[src/rtl/bus_array_driver.sv]
// bus_array_driver: pseudo-random stimulus source and response checker for the
// bus_array_test register cell. Drives one LFSR-derived vector per cycle on
// A..D, checks the registered E..H two cycles later, and reports the error
// count, the first failing vector index and a pass flag.
//
// state   | meaning
// --------+-----------------------------------------------------------
// S_IDLE  | waiting for START after reset; outputs zero
// S_RUN   | issuing vectors 1..N-1, one per cycle
// S_DRAIN | two cycles letting the last vectors reach the compare stage
// S_DONE  | results valid and held; START restarts immediately
module bus_array_driver #(
  parameter int unsigned NUM_VECTORS = 16,
  parameter logic [31:0] SEED        = 32'h0000_0001
) (
  input  logic        CLK,
  input  logic        RN,
  input  logic        START,
  output logic        A,
  output logic [3:0]  B,
  output logic [7:0]  C,
  output logic [31:0] D,
  input  logic        E,
  input  logic [3:0]  F,
  input  logic [7:0]  G,
  input  logic [31:0] H,
  output logic        BUSY,
  output logic        DONE,
  output logic [7:0]  ERR_COUNT,
  output logic [7:0]  FIRST_ERR,
  output logic        PASS
);

  localparam logic [31:0] POLY     = 32'h8020_0003;
  // An all-zero seed would lock the LFSR at zero.
  localparam logic [31:0] SEED_EFF = (SEED == 32'h0) ? 32'h0000_0001 : SEED;
  localparam logic [7:0]  LAST_IDX = 8'(NUM_VECTORS - 1);

  typedef enum logic [1:0] {S_IDLE, S_RUN, S_DRAIN, S_DONE} state_t;

  state_t      state;
  logic [31:0] lfsr;
  logic [7:0]  issue_idx;
  logic [7:0]  cmp_idx;
  logic        drain_second;
  // Stage 1: vector now on A..D. Stage 2: vector now held inside the cell.
  logic        s1_vld;
  logic        s2_vld;
  logic [44:0] s1_exp;
  logic [44:0] s2_exp;
  logic        mismatch;
  logic [7:0]  err_next;

  function automatic logic [31:0] lfsr_next(input logic [31:0] s);
    return (s >> 1) ^ (s[0] ? POLY : 32'h0);
  endfunction

  // Packed as {A, B, C, D}, matching the {E, F, G, H} response order.
  function automatic logic [44:0] vec_of(input logic [31:0] s);
    return {s[31], s[19:16], s[15:8], s};
  endfunction

  // Compare the cell's response with the vector it captured one edge ago.
  always_comb begin
    mismatch = s2_vld && ({E, F, G, H} != s2_exp);
    err_next = ERR_COUNT;
    if (mismatch && (ERR_COUNT != 8'hFF)) err_next = ERR_COUNT + 8'd1;
  end

  // Sequencer, vector issue, compare pipeline and result registers.
  always_ff @(posedge CLK or negedge RN) begin
    if (!RN) begin
      state        <= S_IDLE;
      {A, B, C, D} <= '0;
      BUSY         <= 1'b0;
      DONE         <= 1'b0;
      ERR_COUNT    <= 8'h0;
      FIRST_ERR    <= 8'h0;
      PASS         <= 1'b0;
      lfsr         <= SEED_EFF;
      issue_idx    <= 8'h0;
      cmp_idx      <= 8'h0;
      drain_second <= 1'b0;
      s1_vld       <= 1'b0;
      s2_vld       <= 1'b0;
      s1_exp       <= '0;
      s2_exp       <= '0;
    end else begin
      s2_vld <= s1_vld;
      s2_exp <= s1_exp;
      s1_vld <= 1'b0;

      if (mismatch && (ERR_COUNT == 8'h0)) FIRST_ERR <= cmp_idx;
      if (s2_vld) cmp_idx <= cmp_idx + 8'd1;
      ERR_COUNT <= err_next;

      case (state)
        S_IDLE, S_DONE: begin
          if (START) begin
            {A, B, C, D} <= vec_of(SEED_EFF);
            s1_vld       <= 1'b1;
            s1_exp       <= vec_of(SEED_EFF);
            lfsr         <= lfsr_next(SEED_EFF);
            issue_idx    <= 8'd1;
            cmp_idx      <= 8'h0;
            ERR_COUNT    <= 8'h0;
            FIRST_ERR    <= 8'h0;
            DONE         <= 1'b0;
            PASS         <= 1'b0;
            BUSY         <= 1'b1;
            drain_second <= 1'b0;
            if (NUM_VECTORS == 1) state <= S_DRAIN;
            else                  state <= S_RUN;
          end
        end
        S_RUN: begin
          {A, B, C, D} <= vec_of(lfsr);
          s1_vld       <= 1'b1;
          s1_exp       <= vec_of(lfsr);
          lfsr         <= lfsr_next(lfsr);
          issue_idx    <= issue_idx + 8'd1;
          drain_second <= 1'b0;
          if (issue_idx == LAST_IDX) state <= S_DRAIN;
        end
        S_DRAIN: begin
          if (!drain_second) begin
            drain_second <= 1'b1;
          end else begin
            // The last compare lands on this same edge, so use err_next.
            DONE  <= 1'b1;
            BUSY  <= 1'b0;
            PASS  <= (err_next == 8'h0);
            state <= S_DONE;
          end
        end
        default: state <= S_IDLE;
      endcase
    end
  end

endmodule

[config.mk]
export PLATFORM = sky130hd
export DESIGN_NAME = bus_array_driver
export DESIGN_NICKNAME = d
export VERILOG_FILES = /design/src/rtl/bus_array_driver.sv
export SDC_FILE = /design/constraint.sdc
export NUM_CORES = 1
export LEC_CHECK = 0
export CAP_MARGIN = 25
export CORE_MARGIN = 1.5
export CORE_UTILIZATION = 45
export CTS_CLUSTER_DIAMETER = 50
export DETAILED_ROUTE_END_ITERATION = 16
export DONT_BUFFER_PORTS = 1
export PLACE_DENSITY_LB_ADDON = 0.1
export SLEW_MARGIN = 10
export SYNTH_ARGS = -nofsm -noshare
export SYNTH_HDL_FRONTEND = slang
export SYNTH_SLANG_ARGS = --single-unit
[constraint.sdc]
create_clock -name CLK -period 5 [get_ports CLK]
set_input_delay 1 -clock CLK [delete_from_list [all_inputs] [get_ports CLK]]
set_output_delay 1 -clock CLK [all_outputs]
set_load 0.005 [all_outputs]
### After elaboration in Yosys (flattened, before gate mapping)

Cells that the tools add are included.

| operators by class | value |
|---|---|
| multiply operators | 0 |
| mux-type cells | 38 |
| bitwise logic cells | 1 |
| equal/unequal tests | 9 |
| add/sub/neg operators | 3 |
| divide/modulo/power cells | 0 |
| order comparisons | 0 |
| shift operators | 0 |
| reduce and logical (&&, ||, !) cells | 12 |

Operators by type and width:

| kind | number |
|---|---|
| case mux 32 bit (2 select lines) | 2 |
| two-way mux 32 bit | 3 |
| case mux 45 bit (2 select lines) | 1 |
| two-way mux 8 bit | 11 |
| two-way mux 45 bit | 1 |
| inequality test 45 bit | 1 |
| case mux 8 bit (2 select lines) | 2 |
| bitwise XOR 31 x 32 -> 32 bit | 1 |
| adder 8 x 1 -> 8 bit (second input constant) | 3 |
| logical NOT 8 bit | 2 |
| case mux 1 bit (2 select lines) | 5 |
| == test 8 x 4 -> 1 bit (second input constant) | 1 |
| inequality test 8 bit (second input constant) | 1 |
| case mux 4 bit (2 select lines) | 1 |
| two-way mux 1 bit | 6 |
| two-way mux 2 bit | 3 |
| inequality test 2 bit (second input constant) | 3 |
| case mux 2 bit (3 select lines) | 1 |
| AND reduction 3 bit | 2 |
| == test 2 bit (second input constant) | 2 |
| two-way mux 4 bit | 1 |
| nonzero test 2 bit | 2 |
| logical AND 1 bit | 3 |
| case mux 1 bit (3 select lines) | 1 |
| 4 further kinds | 4 |

| storage, ports and cells | value |
|---|---|
| ROM bits | 0 |
| flip-flop bits (word level) | 207 |
| bits in latches | 0 |
| output and inout bits | 64 |
| memories | 0 |
| input port bits | 48 |
| logic and storage cells | 81 |
| memory bits (writable) | 0 |

### Longest topological paths before layout

Gate-level depths: netlist of the first run.

| logic depth | value |
|---|---|
| depth after elaboration | 7 |
| gate-level depth with buffers | 10 |
| gate-level depth less buffers | 8 |

### Worst setup path after synthesis of the first run

OpenSTA, ideal clock, no wires.

| path | value |
|---|---|
| kind | input -> register |
| start | input port H[16] |
| end | register PASS |
| cell stages on the path | 8 |
| setup slack | 2.244 ns |
| data arrival time | 2.634 ns |
| buffers on the path | 1 |
| library setup time | 0.122 ns |
| cells stage by stage | or3_1 a2111oi_2 nand4_1 o21ba_1 buf_6 mux2i_1 o21ai_0 a32o_1 |

| on the way | value |
|---|---|
| cells in the longest elaborated chain, start to end | 7 |

RTL lines:

| what | RTL line | source |
|---|---|---|
| from (decl) | 26 | `input logic [31:0] H,` |
| inequality test 45 bit | 65 | `mismatch = s2_vld && ({E, F, G, H} != s2_exp);` |
| logical AND 1 bit | 65 |  |
| logical AND 1 bit | 67 | `if (mismatch && (ERR_COUNT != 8'hFF)) err_next = ERR_COUNT + 8'd1;` |
| two-way mux 8 bit | 67 |  |
| logical NOT 8 bit | 132 | `PASS <= (err_next == 8'h0);` |
| two-way mux 1 bit | 126 | `if (!drain_second) begin` |
| case mux 1 bit (2 select lines) | 97 | `case (state)` |
| to (signal assigned) | 132 |  |
| to (decl) | 31 | `output logic PASS` |

No other way between the ends. The select of a mux whose other input is x is not followed.
A chain may end at the register's enable or synchronous reset.

### Final worst setup path of the first run

| path | value |
|---|---|
| start | register state[0] |
| end | register issue_idx[7] |

| on the way | value |
|---|---|
| cells in the longest elaborated chain, start to end | 4 |

RTL lines:

| what | RTL line | source |
|---|---|---|
| from (decl) | 41 | `state_t state;` |
| from (signal assigned) | 73 | `state <= S_IDLE;` |
| from (signal assigned) | 112 | `if (NUM_VECTORS == 1) state <= S_DRAIN;` |
| from (signal assigned) | 113 | `else state <= S_RUN;` |
| == test 2 bit or logical NOT 2 bit (tied branches) | 97 |  |
| OR reduction 2 bit | 97 |  |
| inequality test 2 bit (no line) or nonzero test 2 bit (tied branches) | -- |  |
| AND reduction 2 bit (no line) | -- |  |
| to (signal assigned) | 121 | `issue_idx <= issue_idx + 8'd1;` |
| to (decl) | 43 | `logic [7:0] issue_idx;` |

Several ways; a longest one is shown, not always the timed one.

==> impl_results.md, run 1 <==
- Status: completed
- Worst Setup End Kind: flip-flop
- Starting DRT DRC Count: between 100 and 150
- Antenna viol nets, final: 0
- Req. time, crit path: about 5.2 ns
- Crit path max fanout: 35
- Area leader, netlist: dfrtp_1
- FF-to-FF setup slack: approximately 2 ns
- Predominant post-synthesis flop cell: dfrtp_1
- Startpoint Class: flip-flop
- Rel. slew slack: approximately a third
- Highest-count cells in the layout ignoring fill and taps: dfrtp_1, nor2_1, a22o_1
- Psw: between 0.9 and 1 mW
- Crit path to: issue_idx[7]$_DFFE_PN0P_
- Drt wl/cell: between 15 and 20 um
- CP Launch Point: state[0]$_DFFE_PN0P_
- DP Wirelength: between 6 and 7 mm
- Vias: between 2000 and 3000
- Fmax: 335 MHz
- Finish-stage setup viols: 0
- Worst-path clk slew: around 0.1 ns
- Grt ovf: 0
- First-pass GRT wire length: ~15 mm
- Number of synthesized flops with an enable pin: 0
- Part of the cycle the worst path needs: approximately three fifths
- Critical path's largest stage delay: ~0.91 ns
- CTS tree: done
- M3 GR Usage: between 3 and 4%
- Post-CTS resize count: 0
- RSZ-0062 raised after global routing: no
- CTS H-Tree Depth: 3
- Busiest layer in global routing: met2
- Power per Cell Area: between 500 and 600 nW/um^2
- Clock Sinks: around 110
- Final WL: 9.68 mm
- Grt met1 use: a little under a quarter
- Core area: ~10000 um^2
- Commonest non-fill, non-tap cell in the layout: dfrtp_1
- Vias in the first global route: around 3000
- Final Power: approximately 2.7 mW
- Residual DRC: 0
- Synth-to-layout area growth: 0.805%
- Final GP Congestion: approximately 0.8
- Setup TNS Final: 0 ns
- Setup Buffers After CTS: 0
- Synth Instances: around 420
- GRT Total Usage: between 10% and 20%
- Root Driver: clkbuf_8
- Most used cell, CP: nor2_1
- Top-area cell type share of the netlist area: approximately 55%
- FF-to-FF End: issue_idx[7]$_DFFE_PN0P_
- Critical path type: reg -> reg
- Std-Cell Rows: 37
- Clk_skew: approximately 0.011 ns
- Synthesis warning total: 0
- CTS Hold Bufs: 0
- Die area: between 10000 and 15000 um^2
- Sw Ratio: about 38%
- CTS Buf Count: 9
- Combinational Power Share: approximately 29%
- Critical path depth: 8
- Async SR Flop Fraction: 100%
- DR vias/cell: about 5.5
- Hold slack: 0.312 ns
- Synth Net Count: 473
- Final Critical Period: roughly 3 ns
- Clock Power Share: between 20 and 25%
- Max-slew violation count: 0
- Post-Route Utilization: between 40 and 50%
- Met2 GRT Util: ~28%
- Worst skew pair latency: roughly 0.37 ns
- Largest net degree at the start of global routing: roughly 110
- Mapped Area: between 4000 and 5000 um^2
- Ports: between 100 and 150
- Internal: about 1.7 mW
- Critical path arrival: about 3.2 ns
- Dominant cells by area after synthesis: dfrtp_1, buf_4, a22o_1
- Clock Tree Buf Depth: 2
- CP bufs+invs: 1
- Layout cell share with drive strength beyond 1: under 10%
- Iteration count of the initial detailed-routing pass: 4
- Synthesized area per cell: ~12 um^2
- Critical-path top delay cell: a21oi_4
- Hold crit path type: in -> async
- Die Ht: 106 um
- Max Cap Violations: 0
- Length in cells of the worst reg-to-reg path: 8
- Initial core utilization: 46.5%
- Antenna violations before repair: 0
- Nets: around 430
- Reg2Reg Launch Point: state[0]$_DFFE_PN0P_
- Worst-path cell chain: inv_1, ha_1, and2_1, a21oi_4, nor2_1, nand3_1, xor2_1, nor2_1
- Post-synthesis register bit count: roughly 110
- Tightest Pin Transition: a little over 1 ns
- Max IR drop VDD: between 0.2 and 0.25 mV
- Sequential power share: roughly half
- Fin. Hold Viols: 0
- Post-synthesis cell type count: 42
- Part of the Yosys area used for sequential elements: a little under three fifths
- Chip Width: approximately 110 um
- Inserted Diodes: 0
- Port Buffer Count: 0
- Leakage: around 2.3 nW
- Crit path max-delay family: simple AND/OR/NAND/NOR gates
[per-layer routing]
metal	vias up	part of all wire, %
li1	1326	-
met1	1435	46
met2	80	46
met3	16	5.5
met4	0	2.2
met5	-	0
[final cells by class]
type                       instances  area (um^2)
fill                             995         5510
clock buffer                       9          124
inverter                          12         45.0
clock inverter                     7          101
multi-input combinational        245         1730
sequential                       107         2680
tap                              136          170
timing repair buffer               1         7.51
[cells in the mapped netlist, types with 2 or more instances]
master     instances
xnor2_1           23
dfrtp_1          106
or3_1              3
nor3_1             7
nand4_1           12
and3_1             3
o21ai_0           12
xor2_1            30
and2_1             3
and3_2             4
nor4_1             5
a21oi_1           12
clkbuf_1          10
a22o_1            32
o22ai_1            2
nand3b_1           2
nand2_1           13
ha_1               7
nand3_1            9
a2111oi_2          2
inv_1             12
nor2_1            37
buf_4             42
mux2i_1           12
[per-stage QoR]
stage / worst slack, ns / area [um^2] / std cells
5_1_grt: 1.76 / 4860 / 517
6_report: 2.01 / 4860 / 517
2_1_floorplan: 2.24 / 4820 / 418
3_3_place_gp: 1.74 / 4630 / 501
3_5_place_dp: 1.68 / 4630 / 501
4_1_cts: 1.98 / 4860 / 517
[power groups by stage]
stage | combinational, mW | clock, mW | sequential, mW
global route | 0.855 | 0.637 | 1.35
global placement | 0.748 | 0 | 1.33
finish | 0.761 | 0.590 | 1.31
CTS | 0.767 | 0.605 | 1.32
detailed placement | 0.762 | 0 | 1.33
floorplan | 0.741 | 0 | 1.24
[worst reg2reg max path, cell delays in order, from the launching register on]
cell	delay [ns]
dfrtp_1	0.41
inv_1	0.06
ha_1	0.39
and2_1	0.50
a21oi_4	0.92
nor2_1	0.22
nand3_1	0.16
xor2_1	0.16
nor2_1	0.06
[cell families (layout without fill, tap and decap cells)]
group           count (synthesis)  count (layout)  share of synthesized area, %
compound gates                 70              70                          10.9
xor+xnor                       53              53                          9.64
fa+ha+maj                       7               7                          1.82
flops                         107             107                          55.6
buf+inv                        66              29                          8.78
simple gates                  102             102                          10.5
mux                            13              13                          2.73
[worst min path at each step]
stage	from	endpoint	slack [ns]	cells past startpoint
floorplan	s1_vld$_DFF_PN0_	s2_vld$_DFF_PN0_	0.33	0
global placement	s1_vld$_DFF_PN0_	s2_vld$_DFF_PN0_	0.33	0
detailed placement	s1_vld$_DFF_PN0_	s2_vld$_DFF_PN0_	0.35	0
CTS	RN	lfsr[21]$_DFFE_PN0P_	0.29	0
global route	RN	s2_exp[40]$_DFF_PN0_	0.28	0
finish	RN	C[5]$_DFFE_PN0P_	0.31	0
[sequential cells by signal, summed over array words and instances, names as in the netlist, 2 cells and up]
name       count
B              3
cmp_idx        8
issue_idx      8
s2_exp        32
lfsr           4
ERR_COUNT      8
C              7
FIRST_ERR      8
state          2
D             21
Power figures use the tool's default switching activity.
==> run 2, diff against run 1 <==
==> constraint.sdc (replaced) <==
create_clock -name CLK -period 2.75 [get_ports CLK]
set_input_delay 0.55 -clock CLK [delete_from_list [all_inputs] [get_ports CLK]]
set_output_delay 0.55 -clock CLK [all_outputs]
set_load 0.005 [all_outputs]
==> impl_results.md, run 2 (synthesis results as in run 1) <==
- Worst-path clk slew: 0.10 ns (about the same)
- Largest Register: s2_exp
- Inserted Diodes: 0 (unchanged)
- Core area: 10400 um^2 (unchanged)
- Synth-to-layout area growth: 1.45%
- Setup TNS Final: 0 ns (unchanged)
- Internal: 3.08 mW (+85%)
- Setup Buffers After CTS: 0 (unchanged)
- Largest net degree at the start of global routing: 108 (unchanged)
- Worst Setup End Kind: flip-flop
- Starting DRT DRC Count: 150 (+16%)
- Drt wl/cell: 18.4 um (-1.5%)
- Sequential power share: 49.1% (about the same)
- Residual DRC: 0 (unchanged)
- Critical path type: reg -> reg
- Iteration count of the initial detailed-routing pass: 4 (unchanged)
- Combinational Power Share: 29.3% (+0.7 points)
- Die Ht: 106 um (unchanged)
- Max Cap Violations: 0 (unchanged)
- Final GP Congestion: 0.879 (+11%)
- Req. time, crit path: 3.00 ns (-2.24 ns)
- Hold slack: -0.135 ns (-0.448 ns)
- Worst skew pair latency: 0.37 ns (about the same)
- DR vias/cell: 5.55 (+0.35%)
- Max FFs per register: 32 (unchanged)
- Clock Power Share: 21.6% (-0.6 points)
- Fmax: 415 MHz (+24%)
- Vias in the first global route: 2848 (-4.0%)
- Chip Width: 106 um (unchanged)
- Rel. slew slack: 65.2% (+33 points)
- Design area: 4890 um^2 (+0.64%)
- Hold crit path type: in -> async
- CTS tree: done
- Max IR drop VDD: 0.425 mV (+82%)
- Max-slew violation count: 0 (unchanged)
- Leakage: 2.31 nW (+1.0%)
- Die area: 11300 um^2 (unchanged)
- Ports: 112 (unchanged)
- Critical path arrival: 2.66 ns (-0.57 ns)
- Layout cell share with drive strength beyond 1: 7.83% (+0.48 points)
- DP Wirelength: 6.62 mm (-0.59%)
- Crit path max fanout: 8 (-77%)
- Final WL: 9.57 mm (-1.1%)
- Part of the cycle the worst path needs: 87.7% (+28 points)
- Worst-path cell chain: or3_1, a2111oi_2, nand4_1, o21ai_2, nand3b_1, buf_12, mux2i_1, nor2_1
- Highest-count cells in the layout ignoring fill and taps: dfrtp_1, nor2_1, a22o_1
- Nets: 435 (+0.93%)
- Grt ovf: 0 (unchanged)
- Clk_skew: 0.0103 ns (-0.000271 ns)
- Clock Sinks: 107 (unchanged)
- GRT Total Usage: 18.1% (+0.19 points)
- Initial core utilization: 46.5% (unchanged)
- Critical path's largest stage delay: 0.44 ns (-0.47 ns)
- Sw Ratio: 36.6% (-0.93 points)
- Fin. Hold Viols: 106 (+106)
- Final Critical Period: 2.41 ns (-0.574 ns)
- Power per Cell Area: 995 nW/um^2 (+82%)
- Root Driver: clkbuf_8
- Failing checks: negative hold slack
- Startpoint Class: flip-flop
- Commonest non-fill, non-tap cell in the layout: dfrtp_1
- CP bufs+invs: 1 (unchanged)
- Post-Route Utilization: 47.1% (+0.30 points)
- Status: complete, but fails checks
- First-pass GRT wire length: 15.7 mm (+1.5%)
- Tightest Pin Transition: 0.518 ns (-0.497 ns)
- Post-CTS resize count: 0 (unchanged)
- Placed cell areas: 4670 um^2 (+0.92%)
- Crit path max-delay family: simple AND/OR/NAND/NOR gates
- Antenna violations before repair: 0 (unchanged)
- Finish-stage setup viols: 0 (unchanged)
- Psw: 1.78 mW (+78%)
- RSZ-0062 raised after global routing: no
- Port Buffer Count: 0 (unchanged)
- Critical-path top delay cell: a2111oi_2
- Std-Cell Rows: 37 (unchanged)
- CTS H-Tree Depth: 3 (unchanged)
- Vias: 2878 (+0.74%)
- Antenna viol nets, final: 0 (unchanged)
- CTS Buf Count: 9 (unchanged)
- Clock Tree Buf Depth: 2 (unchanged)
[run 2: changes by cell type in the layout (fill, tap and decap cells not counted)]
cell | before | now
inv_6 | 1 | 0
clkbuf_8 | 9 | 10
buf_12 | 0 | 1
clkinvlp_4 | 2 | 1
buf_4 | 1 | 4
clkinv_4 | 2 | 1
[run 2: layer usage]
metal  vias up  track usage (%)  routed length, um
li1       1333                -                  -
met1      1434             25.8               4450
met2       101             26.6               4340
met3        10             4.72                625
met4         0             6.48                148
met5         -                0                  0
[run 2: per-stage QoR]
step	power, mW	hold slack, ns	setup slack (ns)	cells
after floorplan	3.60	0.254	0.444	418
after global placement	3.84	0.258	0.168	505
after detailed placement	3.87	0.257	0.112	505
after CTS	4.92	-0.152	0.302	519
after global routing	5.21	-0.164	0.166	519
final	4.86	-0.135	0.338	519
[run 2: final cells by class]
type	count	area (um^2)
Multi-Input combinational cell	245	1730
Inverter	12	45.0
Timing Repair Buffer	5	50.0
Sequential cell	107	2680
Clock buffer	10	138
Clock inverter	4	76.3
Tap cell	136	170
Fill cell	967	5480
[run 2: worst paths after layout]
| check | slack (ns) | endpoint | depth (start not counted) | from |
|---|---|---|---|---|
| min reg2reg | 0.36 | s2_vld$_DFF_PN0_ | 0 | s1_vld$_DFF_PN0_ |
| max in group asynchronous | 2.66 | lfsr[0]$_DFFE_PN1P_ | 0 | RN |
| max reg2reg | 0.34 | FIRST_ERR[3]$_DFF_PN0_ | 8 | s2_exp[40]$_DFF_PN0_ |
| min | -0.14 | s2_exp[42]$_DFF_PN0_ | 0 | RN |
| min in group CLK | 0.36 | s2_vld$_DFF_PN0_ | 0 | s1_vld$_DFF_PN0_ |
| max | 0.34 | FIRST_ERR[3]$_DFF_PN0_ | 8 | s2_exp[40]$_DFF_PN0_ |
[run 2: power groups by stage]
stage                     Combinational, mW  Clock (mW)  Sequential, mW
after floorplan                        1.35           0            2.25
after global placement                 1.42           0            2.42
after detailed placement               1.44           0            2.43
after CTS                              1.44        1.08            2.40
after global routing                   1.61        1.14            2.46
final                                  1.43        1.05            2.39
